--- src/rtl/proc_pkg.sv ---
// Shared types and constants for the lab9 multicycle control sequencer.
package proc_pkg;

    localparam int          NUM_REGS    = 8;
    localparam logic [3:0]  MUX_SEL_IMM = 4'b1000;

    typedef enum logic [3:0] {
        OP_MVI = 4'd0,
        OP_MOV = 4'd1,
        OP_ADD = 4'd2,
        OP_SUB = 4'd3,
        OP_AND = 4'd4,
        OP_OR  = 4'd5,
        OP_XOR = 4'd6
    } opcode_t;

    typedef enum logic [2:0] {
        S_IDLE = 3'd0,
        S_T1   = 3'd1,
        S_T2   = 3'd2,
        S_T3   = 3'd3,
        S_FIN  = 3'd4
    } state_t;

    typedef enum logic [2:0] {
        ALU_ADD = 3'd0,
        ALU_SUB = 3'd1,
        ALU_AND = 3'd2,
        ALU_OR  = 3'd3,
        ALU_XOR = 3'd4
    } alu_op_t;

    function automatic logic is_legal(input logic [3:0] op);
        return op <= OP_XOR;
    endfunction

    function automatic alu_op_t alu_of(input logic [3:0] op);
        case (op)
            OP_SUB:  return ALU_SUB;
            OP_AND:  return ALU_AND;
            OP_OR:   return ALU_OR;
            OP_XOR:  return ALU_XOR;
            default: return ALU_ADD;
        endcase
    endfunction

endpackage

--- src/rtl/proc_ctrl_reg_dec.sv ---
// 3-to-8 one-hot decoder with enable; turns the rx field into a register load enable.
module reg_dec (
    input  logic       en_i,
    input  logic [2:0] sel_i,
    output logic [7:0] dec_o
);

    always_comb begin
        dec_o = '0;
        if (en_i) begin
            dec_o[sel_i] = 1'b1;
        end
    end

endmodule

--- src/rtl/proc_ctrl.sv ---
// Multicycle control sequencer: latches one instruction and steps T1..T3 then FIN.
// Optional macro INSTR_CNT_EN adds the instr_cnt completed-instruction counter.
module proc_ctrl #(
    parameter int         NUM_REGS = 8,
    parameter logic [3:0] IMM_SEL  = 4'b1000
) (
    input  logic                 clk,
    input  logic                 rst_n,
    input  logic                 start,
    input  logic [15:0]          instr,
    output logic [3:0]           mux_sel,
    output logic [NUM_REGS-1:0]  reg_en,
    output logic                 a_en,
    output logic                 g_en,
    output logic [2:0]           alu_op,
    output logic                 wb_sel,
    output logic                 busy,
    output logic                 done,
    output logic                 err,
    output proc_pkg::state_t     dbg_state_o
`ifdef INSTR_CNT_EN
    ,
    output logic [15:0]          instr_cnt
`endif
);

    import proc_pkg::*;

    state_t      state_q, state_d;
    logic [15:0] ir_q, ir_d;
    logic        dec_en;
    logic [3:0]  opcode;
    logic [2:0]  rx, ry;

    assign opcode = ir_q[15:12];
    assign rx     = ir_q[11:9];
    assign ry     = ir_q[8:6];

    // start is a level request sampled only while IDLE; it is never queued,
    // so a request seen in any other state (including FIN) is dropped.
    always_ff @(posedge clk or negedge rst_n) begin
        if (!rst_n) begin
            state_q <= S_IDLE;
            ir_q    <= '0;
        end else begin
            state_q <= state_d;
            ir_q    <= ir_d;
        end
    end

    always_comb begin
        state_d = state_q;
        ir_d    = ir_q;
        mux_sel = 4'd0;
        dec_en  = 1'b0;
        a_en    = 1'b0;
        g_en    = 1'b0;
        alu_op  = ALU_ADD;
        wb_sel  = 1'b0;
        done    = 1'b0;
        err     = 1'b0;
        case (state_q)
            S_IDLE: begin
                if (start) begin
                    ir_d    = instr;
                    state_d = S_T1;
                end
            end
            S_T1: begin
                state_d = S_FIN;
                case (opcode)
                    OP_MVI: begin
                        mux_sel = IMM_SEL;
                        dec_en  = 1'b1;
                    end
                    OP_MOV: begin
                        mux_sel = {1'b0, ry};
                        dec_en  = 1'b1;
                    end
                    OP_ADD, OP_SUB, OP_AND, OP_OR, OP_XOR: begin
                        mux_sel = {1'b0, rx};
                        a_en    = 1'b1;
                        state_d = S_T2;
                    end
                    default: ;
                endcase
            end
            S_T2: begin
                mux_sel = {1'b0, ry};
                g_en    = 1'b1;
                alu_op  = alu_of(opcode);
                state_d = S_T3;
            end
            S_T3: begin
                wb_sel  = 1'b1;
                dec_en  = 1'b1;
                state_d = S_FIN;
            end
            S_FIN: begin
                done    = 1'b1;
                err     = !is_legal(opcode);
                state_d = S_IDLE;
            end
            default: state_d = S_IDLE;
        endcase
    end

    // Destination is always rx; only MVI/MOV in T1 and ALU ops in T3 write.
    reg_dec u_reg_dec (
        .en_i  (dec_en),
        .sel_i (rx),
        .dec_o (reg_en)
    );

    assign busy        = (state_q != S_IDLE);
    assign dbg_state_o = state_q;

`ifdef INSTR_CNT_EN
    logic [15:0] cnt_q, cnt_d;

    assign cnt_d = (state_q == S_FIN) ? cnt_q + 16'd1 : cnt_q;

    always_ff @(posedge clk or negedge rst_n) begin
        if (!rst_n) begin
            cnt_q <= '0;
        end else begin
            cnt_q <= cnt_d;
        end
    end

    assign instr_cnt = cnt_q;
`endif

endmodule

--- config.mk ---
export PLATFORM = sky130hd
export DESIGN_NAME = proc_ctrl
export DESIGN_NICKNAME = d
export VERILOG_FILES = /design/src/rtl/proc_pkg.sv /design/src/rtl/proc_ctrl_reg_dec.sv /design/src/rtl/proc_ctrl.sv
export SDC_FILE = /design/constraint.sdc
export NUM_CORES = 1
export LEC_CHECK = 0
export CAP_MARGIN = 20
export CORE_MARGIN = 1
export CORE_UTILIZATION = 38
export DETAILED_ROUTE_END_ITERATION = 16
export PLACE_DENSITY = 0.78
export SYNTH_ARGS = -nofsm -noshare
export SYNTH_HDL_FRONTEND = slang
export SYNTH_HIERARCHICAL = 1
export SYNTH_SLANG_ARGS = --single-unit
--- constraint.sdc ---
create_clock -name clk -period 2.2 [get_ports clk]
set_clock_uncertainty 0.1 [all_clocks]
set_input_delay 0.22 -clock clk [delete_from_list [all_inputs] [get_ports clk]]
set_output_delay 0.22 -clock clk [all_outputs]
set_load 0.1 [all_outputs]
## After elaboration in Yosys (flattened, before gate mapping)

Index checks and enable logic that the tools add are counted.

- Add/sub/neg operators: 0
- Multiply operators: 0
- Div/mod/pow operators: 0
- $lt $le $gt $ge: 3
- Eq/ne operators: 11
- Shift operators: 0
- Mux-type cells: 18
- Bitwise logic cells: 0
- Reduce and logical (&&, ||, !) cells: 8

Operators by type and width:

| kind | count |
|---|---|
| $pmux 3 s4 | 2 |
| $eq 4x3->1 const B | 3 |
| $pmux 4 s3 | 1 |
| $mux 3 | 3 |
| $eq 4x2->1 const B | 2 |
| $mux 1 | 8 |
| $mux 8 | 1 |
| $pmux 4 s2 | 1 |
| $eq 3x2->1 const B | 2 |
| $reduce_or 5->1 | 1 |
| $eq 4x1->1 const B | 1 |
| $le 4x3->1 const B | 1 |
| $logic_not 4->1 | 1 |
| $lt 3x4->1 const B | 1 |
| $demux 1 s3 | 1 |
| $eq 3x1->1 const B | 1 |
| $eq 3x3->1 const B | 1 |
| $ge 3x1->1 const B | 1 |
| $logic_not 3->1 | 1 |
| $reduce_bool 3->1 | 1 |
| $ne 2x2->1 const B | 1 |
| $pmux 1 s2 | 1 |
| $reduce_and 2->1 | 1 |
| $reduce_or 2->1 | 1 |
| other kinds (2) | 2 |

- Flip-flop bits (word level): 19
- Bits in latches: 0
- Bits in writable memories: 0
- Memory bits (read-only): 0
- Output and inout bits: 24
- Logic and storage cells: 42
- Memories kept: 0

## Depth between registers and ports, before layout

- Word-level depth: 5
- Mapped depth: 4

## Cells and area by module

Netlist, hierarchy kept.

Modules (own cells, without submodules):

| module | instances | cells an instance | area an instance (um^2) | seq. area each (um^2) |
|---|---|---|---|---|
| proc_ctrl | 1 | 58 | 685.7 | 325.3 |
| reg_dec | 1 | 8 | 96.3 | 0.0 |

## Least setup slack after synthesis

No wires, ideal clock.

- Path kind: reg-to-output
- Start: reg state_q[1] (netlist: dbg_state_o[1])
- End: out mux_sel[0]
- Arrival: 4488 ps
- Data required time: 1880 ps
- Slack: -2608 ps
- Stages on the path, launching flop included: 4
- Path buffers: 0
- Path through: dfrtp_1 nor3b_1 a31o_2 a22o_1

- Longest elaborated chain between the ends: 2
- Elaborated cells on any way between the ends: 3
- Classes of those cells: 2 x eq/ne; 1 x mux

RTL lines:

| item | RTL line | text |
|---|---|---|
| start, declared | proc_ctrl.sv:29 | `state_t state_q, state_d;` |
| start signal, assigned | proc_ctrl.sv:46 | `state_q <= state_d;` |
| $eq 3x2->1 or $eq 3x1->1 (tied branches) | proc_ctrl.sv:62 | `case (state_q)` |
| $pmux 4 s2 (*) | proc_ctrl.sv:62 |  |
| end, declared | proc_ctrl.sv:11 | `output logic [3:0] mux_sel,` |

Every way passes the cells marked *; elsewhere a longest branch is shown, timed or not.

## Worst setup path after layout

- Start: reg state_q[1] (netlist: dbg_state_o[1])
- End: out mux_sel[2]

The elaborated chain is that of the path after synthesis.

==> key figures <==
Status
  • Status: finished clean

Placed design
  • Routability cong.: 0.7858
  • Placed cell areas: 0.001489 mm^2
  • Cells after DPL: 129
  • Port Buffers: 36
  • Final HPWL DP: 1517 um

Setup path
  • Flop2flop setup slack: 0.44 ns
  • Crit. End Element: primary output
  • R2R cell count: 3
  • Critical path data arrival time: 1.88 ns
  • CP Capture Point: mux_sel[2]
  • R2R Path Start: dbg_state_o[2]
  • CP Max Fanout: 8
  • Setup CP Type: register to primary output
  • Worst reg2reg path endpoint: ir_q[8]
  • Worst EP required: 1.88 ns
  • CP Launch Point: dbg_state_o[1]
  • Startpoint Class: register

Floorplan
  • DIE AREA: 0.002243 mm^2
  • Die height: 47.37 um
  • IO Pins: 43
  • Starting density of the core: 40.27%
  • Core Region: 0.001942 mm^2
  • # rows: 16
  • Die W: 47.37 um

Routing
  • Initial DRC count: 13
  • Antenna Nets Post-Route: 0
  • Vias/cell: 5.316
  • DRC viols: 0
  • Routed wire length: 2037 um
  • Pre-antenna DRT Iters: 4
  • WL per Instance: 14.98 um
  • DR vias: 723

Global route
  • GRT Total Usage: 20.60%
  • GRT overflow: 0
  • Vias in the first global route: 719
  • Initial antenna violation count: 0
  • Largest net degree at the start of global routing: 14
  • First-pass GRT wire length: 3236 um

STA
  • Max-slew headroom: 62.79%
  • # setup viols final: 0
  • Slew @ Worst Pin: 0.5565 ns
  • Hold_ws: 0.2039 ns
  • Final period util: 99.87%
  • Final Hold Viols: 0
  • Unrepaired setup endpoints after global routing: yes
  • Setup TNS: 0 ns
  • Max Transition Viols Final: 0
  • Top achievable clock speed: 455.1 MHz
  • Period minus WS final: 2.197 ns

Clocking
  • TritonCTS clock tree: done
  • Root buffer cell: clkbuf_4
  • CTS buffer count: 3
  • # clock sinks: 13
  • Longest Clk Path Bufs: 2
  • Worst-Skew Late Latency: 0.27 ns
  • Clock slew at reported path FFs: 0.08 ns
  • Hold bufs inserted after CTS: 0
  • H-tree levels: 1

Worst hold path
  • Hold crit path type: primary input to async pin

Synthesis
  • Yosys reg bits: 13
  • Netlist Area Pre-Place: 782.0 um^2
  • Net Count, Synth: 85
  • EDFF count, synth: 0
  • Ys flop type: dfrtp_1
  • Sequential area share after synthesis: 41.60%
  • Synth cell types: 26
  • Ys async rst share: 100.0%
  • Synthesized instance count: 66
  • Mapped Avg Cell Area: 11.85 um^2
  • Synth Warn #: 6

Layout
  • Final Non-Filler Cells: 136
  • Antenna cells: 0
  • Design area: 0.001548 mm^2
  • Syn-to-layout area delta: 97.92%
  • Layout Nets: 129
  • Layout cells sized above 1: 69.72%

Run
  • Max_cap viols: 0
==> sequential cells by signal (all words and copies together), names as in the netlist <==
signal	cells
dbg_state_o	3
ir_q	10
==> per-stage QoR <==
stage | setup WS (ns) | utilization, %
6_report | 0.002913 | 79.70
5_1_grt | -0.08555 | 79.70
4_1_cts | 0.001427 | 78.35
3_5_place_dp | 0.2619 | 76.68
3_3_place_gp | 0.2902 | 76.68
2_1_floorplan | -0.9169 | -
==> layout by cell type, fill, tap and decap left out, types with 2 or more instances in the layout <==
master	Yosys	final
a22o_2	0	2
and3_1	2	2
and4b_2	3	3
and4bb_2	3	3
buf_12	0	20
buf_4	0	9
clkbuf_4	0	3
clkdlybuf4s50_1	0	12
dfrtp_1	13	8
dfrtp_2	0	2
dfrtp_4	0	3
inv_1	2	2
mux2_2	10	10
nor2_1	4	2
nor3_1	3	2
nor3b_4	0	3
or3_4	1	2
==> cells in the mapped netlist (3+ instances only) <==
| cell type | instances | area, um^2 |
|---|---|---|
| a22o_1 | 3 | 26.28 |
| and4bb_2 | 3 | 37.54 |
| nor3b_1 | 4 | 30.03 |
| nor3_1 | 3 | 15.01 |
| nor2_1 | 4 | 15.01 |
| and4b_2 | 3 | 33.78 |
| dfrtp_1 | 13 | 325.3 |
| mux2_2 | 10 | 112.6 |
==> critical path, stage by stage, from the launching register on <==
cell and delay [ns]:
dfrtp_4 0.52, or2_4 0.27, nor4_4 0.40, a22o_2 0.24, buf_12 0.17
==> final cells by class <==
cell class	instances	area (um^2)
clock buffer	4	26.28
fill	119	394.1
tap	27	33.78
multi-input combinational	49	553.0
timing repair buffer	41	588.1
sequential	13	339.1
inverter	2	7.507
==> cell families (layout without fill, tap and decap cells) <==
kind of cell / count (synthesis) / after routing / synth area share (%)
multiplexers: 10 / 10 / 14.40
AND/OR/NAND/NOR: 31 / 31 / 33.92
AO/OA/AOI/OAI: 7 / 7 / 7.041
flip-flops: 13 / 13 / 41.60
buffers and inverters: 4 / 47 / 1.921
XOR/XNOR: 1 / 1 / 1.120
==> timing repair <==
item                       in CTS  in global routing
pin swaps                       3                  4
resized for setup               2                  2
setup endpoints to repair      10                 13
cloned                          0                  0
buffers inserted                0                  3
==> per-layer routing <==
| layer | up-vias | part of all wire, % | wire [um] | track usage (%) |
|---|---|---|---|---|
| li1 | 340 | - | - | - |
| met1 | 342 | 45 | 912 | 28.06 |
| met2 | 35 | 48 | 973 | 32.33 |
| met3 | 6 | 5.2 | 106 | 3.462 |
| met4 | 0 | 2.2 | 45 | 8.571 |
| met5 | - | 0 | 0 | 0 |
==> worst min path at each step <==
stage               startpoint             end  slack [ns]  cells after the start
floorplan                rst_n        ir_q[10]       -0.18                      0
global placement       ir_q[8]         ir_q[8]        0.39                      1
detailed placement     ir_q[8]         ir_q[8]        0.41                      1
CTS                      rst_n        ir_q[10]        0.23                      1
global route             rst_n         ir_q[7]        0.24                      1
finish                   rst_n  dbg_state_o[2]        0.20                      1
Power is not shown: default switching activity piles up to over one toggle a cycle in this logic, so the estimate is an artifact.
